**config.mk**
```make
export PLATFORM = sky130hd
export DESIGN_NAME = is_uart_tx_fifo
export DESIGN_NICKNAME = d
export VERILOG_FILES = /design/src/rtl/is_uart_tx_fifo.sv
export SDC_FILE = /design/constraint.sdc
export NUM_CORES = 1
export LEC_CHECK = 0
export CAP_MARGIN = 25
export CORE_MARGIN = 2
export CORE_UTILIZATION = 30
export CTS_BUF_LIST = sky130_fd_sc_hd__clkbuf_4 sky130_fd_sc_hd__clkbuf_8
export CTS_CLUSTER_SIZE = 20
export DETAILED_ROUTE_END_ITERATION = 10
export HOLD_SLACK_MARGIN = 0.02
export PLACE_DENSITY = 0.48
export SLEW_MARGIN = 0
export SYNTH_ARGS = -nofsm -noshare
export SYNTH_HDL_FRONTEND = slang
export SYNTH_SLANG_ARGS = --single-unit
```
**constraint.sdc**
```tcl
create_clock -name clk_i -period 4.1 [get_ports clk_i]
set_clock_uncertainty 0.2 [all_clocks]
set_input_delay 0.82 -clock clk_i [delete_from_list [all_inputs] [get_ports clk_i]]
set_output_delay 0.82 -clock clk_i [all_outputs]
set_load 0.01 [all_outputs]
```
**src/rtl/is_uart_tx_fifo.sv**
```systemverilog
// is_uart_tx_fifo: first-word-fall-through byte buffer between the main FSM and the UART transmit side.
module is_uart_tx_fifo #(
    parameter int DATA_W = 8,
    parameter int DEPTH  = 16,
    parameter int AF_LVL = 12
) (
    input  logic                     clk_i,
    input  logic                     rstn_i,
    input  logic                     flush_i,
    input  logic                     wr_vld_i,
    input  logic [DATA_W-1:0]        wr_data_i,
    output logic                     wr_rdy_o,
    output logic                     tx_rdy_t_o,
    output logic [DATA_W-1:0]        tx_data_r_o,
    input  logic                     tx_rdy_r_i,
    output logic [$clog2(DEPTH):0]   count_o,
    output logic                     afull_o,
    output logic                     empty_o
);
    localparam int AW = $clog2(DEPTH);
    localparam logic [AW:0] FULL = (AW+1)'(DEPTH);
    localparam logic [AW:0] AF   = (AW+1)'(AF_LVL);

    logic [DATA_W-1:0] mem [DEPTH];
    logic [AW-1:0]     wr_ptr, rd_ptr;
    logic [AW:0]       cnt;
    logic              wr_en, rd_en;

    assign wr_rdy_o    = (cnt != FULL) && !flush_i;
    assign tx_rdy_t_o  = cnt != '0;
    assign tx_data_r_o = tx_rdy_t_o ? mem[rd_ptr] : '0;
    assign count_o     = cnt;
    assign afull_o     = cnt >= AF;
    assign empty_o     = cnt == '0;
    assign wr_en       = wr_vld_i && wr_rdy_o;
    assign rd_en       = tx_rdy_t_o && tx_rdy_r_i && !flush_i;

    // Storage is left unreset; the output mux hides stale entries.
    always_ff @(posedge clk_i) begin
        if (wr_en) mem[wr_ptr] <= wr_data_i;
    end

    always_ff @(posedge clk_i or negedge rstn_i) begin
        if (!rstn_i) begin
            wr_ptr <= '0;
            rd_ptr <= '0;
            cnt    <= '0;
        end else if (flush_i) begin
            wr_ptr <= '0;
            rd_ptr <= '0;
            cnt    <= '0;
        end else begin
            if (wr_en) wr_ptr <= wr_ptr + 1'b1;
            if (rd_en) rd_ptr <= rd_ptr + 1'b1;
            if (wr_en != rd_en) cnt <= wr_en ? cnt + 1'b1 : cnt - 1'b1;
        end
    end
endmodule

```
* Word level (Yosys, flattened, before mapping)
Memories as Yosys holds them, arrays and structs flattened.
Index checks and enable logic that the tools add are counted.
W data, S select, Z words.
** Storage, ports and cells
- Register bits :: 13
- Memories kept :: 1
- Bits in writable memories :: 128
- Logic and storage cells :: 31
** Memory list
- mem :: words 16, width 8, read ports 1, clocked after Yosys merged registers in 0, write ports 1, RTL line 24 : logic [DATA_W-1:0] mem [DEPTH];
** Operators by class
- Equal/unequal tests :: 2
- Add/subtract/negate cells :: 4
- Reduce and logical (&&, ||, !) cells :: 10
- Order comparisons :: 1
- Multiplexer cells :: 10
** Operators by type and width (number)
- $mux W4 :: 4
- $mux W5 :: 3
- $add A4 B1 Y4 const B :: 2
- $mux W8 :: 1
- $reduce_bool A2 Y1 :: 3
- $add A5 B1 Y5 const B :: 1
- $ge A5 B4 Y1 const B :: 1
- $logic_not A5 Y1 :: 1
- $ne A5 B5 Y1 const B :: 1
- $reduce_bool A5 Y1 :: 1
- $sub A5 B1 Y5 const B :: 1
- $logic_and A1 B1 Y1 :: 4
- $mux W1 :: 2
- $logic_not A1 Y1 :: 1
- $ne A1 B1 Y1 :: 1

* Logic depth before layout (Yosys ltp)
- Depth after elaboration :: 6
- Mapped depth :: 8
- Depth with buffers taken out :: 8

* Worst setup path before layout
No wires, ideal clock.
- Path kind :: in2reg
- Start :: input flush_i
- End :: register cnt[4], in the netlist count_o[4]
- Required time :: 3.810 ns
- Slack :: 1.223 ns
- Buffers on the path :: 0
- Stages :: 8
- Arrival :: 2.588 ns
- Setup time :: 0.090 ns
- Cells stage by stage :: nand2b_1 a21oi_1 inv_1 fa_1 nand3_1 nand3_1 or4_1 o2111ai_1
** Between the ends
- Cells in the longest elaborated chain, start to end :: 6
- Elaborated cells on any way between the ends :: 9
** Ends and longest elaborated chain
- start: declaration :: RTL line 9 : input logic flush_i,
- $logic_not A1 Y1 :: RTL line 29, 36
- $logic_and A1 B1 Y1 :: RTL line 29 : assign wr_rdy_o = (cnt != FULL) && !flush_i;
- $logic_and A1 B1 Y1 :: RTL line 35 : assign wr_en = wr_vld_i && wr_rdy_o;
- $mux W5 (2 in a row) :: RTL line 55 : if (wr_en != rd_en) cnt <= wr_en ? cnt + 1'b1 : cnt - 1'b1;
- $mux W5 :: RTL line 48 : end else if (flush_i) begin
- end signal: assignment :: RTL line 55
- end: declaration :: RTL line 26 : logic [AW:0] cnt;
Parallel ways exist; a longest one is shown, timed or not. The select of a mux whose other input is x is not followed.
A chain may end at the register's enable or synchronous reset.

* Final worst setup path
- Start :: register cnt[1], in the netlist count_o[1]
- End :: output tx_data_r_o[7]
** Between the ends
- Cells in the longest elaborated chain, start to end :: 2
** Ends and longest elaborated chain
- $reduce_bool A5 Y1 :: RTL line 30 : assign tx_rdy_t_o = cnt != '0;
- $mux W8 :: RTL line 31 : assign tx_data_r_o = tx_rdy_t_o ? mem[rd_ptr] : '0;
- end: declaration :: RTL line 14 : output logic [DATA_W-1:0] tx_data_r_o,
No other way between the ends.

==> metrics.txt <==
flop2flop setup slack=1.32 ns; IO Count=30; worst setup path end=tx_data_r_o[7]; GPL Wtd Cong=0.7396; proportion of synthesized area in mux cells=0.1549; Final HPWL DP=8000 microns; Worst Tran Pin Value=0.6469 ns; vias per cell=4.666; Post-CTS Hold Buffers=0; Yosys top cell area share=0.6526; worst hold path class=reg -> reg; Static Leak=2.247 nW; post-route ant nets=0; DRT Pass-1 Iters=4; most common cell after layout, fill and taps aside=edfxtp_1; Fin Setup TNS=0 ns; GRT overflow=0; top_reg_cell synth=edfxtp_1; sequential-to-total area share from yosys stat=0.7079; Worst EP arrival=2.66 ns; Mapped Nets=344; area post-placement=0.006584 sq mm; reg2reg start=count_o[0]; total CTS buffers=17; slowest stage cell, crit path=clkdlybuf4s50_1; R2R Path End=count_o[4]; Root Driver=clkbuf_8; DR iter-0 viols=165; largest net degree at the start of global routing=29; Post-synth EDFFs=128; RSZ-0062 raised after global routing=no; XOR/XNOR Fraction of Synth Area=0.01041; core area=0.01933 sq mm; post-CTS setup repair buffer count=0; first-pass GRT wire length=19220 microns; Sink Count=141; top cells by area, synth=edfxtp_1, mux4_2, dfrtp_1; synthesis-stage register bit count=141; Die Width=144.1 microns; Hold Vio Cnt, Final=0; worst path required time=3.08 ns; Largest stage delay, worst path=0.52 ns; Peak VDD IR=0.0002755 V; CTS tree=done; critical path depth=6; most frequent cells in the layout=edfxtp_1, mux4_2, clkdlybuf4s50_1; Max FO, Critical Path=10; outcome=finished, final reports clean; Buffers & Inverters on Critical Path=2; Setup Viol. Count Final=0; asr flop ratio synth=0.09220; maximum clock rate=271.5 MHz; Largest delay share family, worst path=simple AND/OR/NAND/NOR gates; Die Height=144.1 microns; Rows=51; diode count=0; post-synth top area cell=edfxtp_1; Slew HR=0.5674; CP endpoint kind=primary output; post-synthesis simple-gate area fraction=0.04844; Power Density=556.4 mW/mm^2; layout cells sized above 1=0.2094; design area=0.006985 sq mm; initial core utilization=0.3046; Syn-to-layout area delta=18.61%; Clock transition at path regs=0.08 ns; Critical Path Start=count_o[1]; kind of critical path=reg -> out; complex-gate fraction of the synthesized area=0.04015; min Tclk post-route=3.683 ns; crit-path cells=nor4_4 > buf_4 > nand2b_1 > nand2b_1 > o22ai_1 > clkdlybuf4s50_1; syn avg cell area=18.35 sq um; Final Power=0.003887 W; H-Tree Depth=4; Total Wirelength=12600 microns; per-cell routed wire length=19.48 microns; Max Cap Violations=0; Synth cell types=35; via count=3019; dpl ws=0.5997 ns; initial antenna violation count=0; Most common cell on crit path=nand2b_1; post-synthesis cell area=0.005889 sq mm; Syn. warnings=0; cells after synthesis=321; vias in the first global route=3218; port bufs=29; largest family of logic cells by synthesized area=multiplexers; final worst-path cycle share=0.8983; cells on worst reg2reg path=9; PostCTS Resize Cnt=0; clk_lat worst skew=0.42 ns; Adder-Cell Fraction of Synth Area=0.02252; final slew viol count=0; DIE AREA=0.02077 sq mm; DRC viols=0; critical path startpoint category=flop; gr usage total=0.1303; clk buf depth=2; final worst slack=0.4169 ns; Nets=392
cell usage after synthesis, types with 5 or more instances:
| cell type | count |
|---|---|
| nand2_1 | 5 |
| nor3_1 | 7 |
| mux4_2 | 32 |
| clkbuf_1 | 7 |
| a21oi_1 | 12 |
| nand3_1 | 6 |
| mux2i_1 | 18 |
| and3_1 | 6 |
| o22ai_1 | 8 |
| edfxtp_1 | 128 |
| nand2b_1 | 5 |
| dfrtp_1 | 13 |
| inv_1 | 9 |
| buf_2 | 5 |
| nor2_1 | 10 |
| ha_1 | 9 |
metrics by stage:
| stage | std cells | hold slack, ns | util |
|---|---|---|---|
| 6_report | 647 | 0.3668 | 0.3613 |
| 5_1_grt | 647 | 0.3995 | 0.3613 |
| 4_1_cts | 647 | 0.3688 | 0.3613 |
| 3_5_place_dp | 615 | 0.3466 | 0.3405 |
| 3_3_place_gp | 615 | 0.3453 | 0.3405 |
| 2_1_floorplan | 321 | 0.3173 | - |
registers in the layout (all words and copies together), names as in the netlist:
register and count:
count_o 5, wr_ptr 4, mem 128, rd_ptr 4
worst min path at each step:
stage	startpoint	end	slack (ns)	cells past startpoint
detailed placement	rd_ptr[3]	rd_ptr[3]	0.35	2
global route	rd_ptr[3]	rd_ptr[3]	0.40	2
finish	rd_ptr[3]	rd_ptr[3]	0.37	2
CTS	rd_ptr[3]	rd_ptr[3]	0.37	2
floorplan	rstn_i	count_o[0]	0.32	0
global placement	rd_ptr[3]	rd_ptr[3]	0.35	2
where the power goes:
part           leakage [nW]  internal (W)  switching (W)
Clock                 0.202      0.000569       0.000556
Sequential             1.33       0.00162      0.0000923
Combinational         0.718      0.000531       0.000517
tightest hold or removal path, delay by kind of cell, from the launching register on:
family           cells  cell delay (ns)
flip-flops           1             0.38
XOR/XNOR             1             0.08
AND/OR/NAND/NOR      1             0.07
metal layers:
layer | track usage | wire length (microns)
met2 | 0.2201 | 6480
met4 | 0.03715 | 68
met3 | 0.03411 | 610
met5 | 0 | 0
met1 | 0.1659 | 5444
cells by family (layout without fill, tap and decap cells):
kind of cell	Yosys count	count (layout)
compound gates	38	38
xor+xnor	7	7
fa+ha+maj	10	10
buf+inv	23	84
flops	141	141
mux	51	51
simple gates	51	51
area by class of cell:
class                      instances  area, sq um
inverter                           9        33.78
sequential                       141         4170
fill                            1807        12350
multi-input combinational        157         1628
clock buffer                      19        249.0
tap                              265        331.6
timing repair buffer              43        420.4
clock inverter                    13        152.6
(Power assumes the default switching activity.)
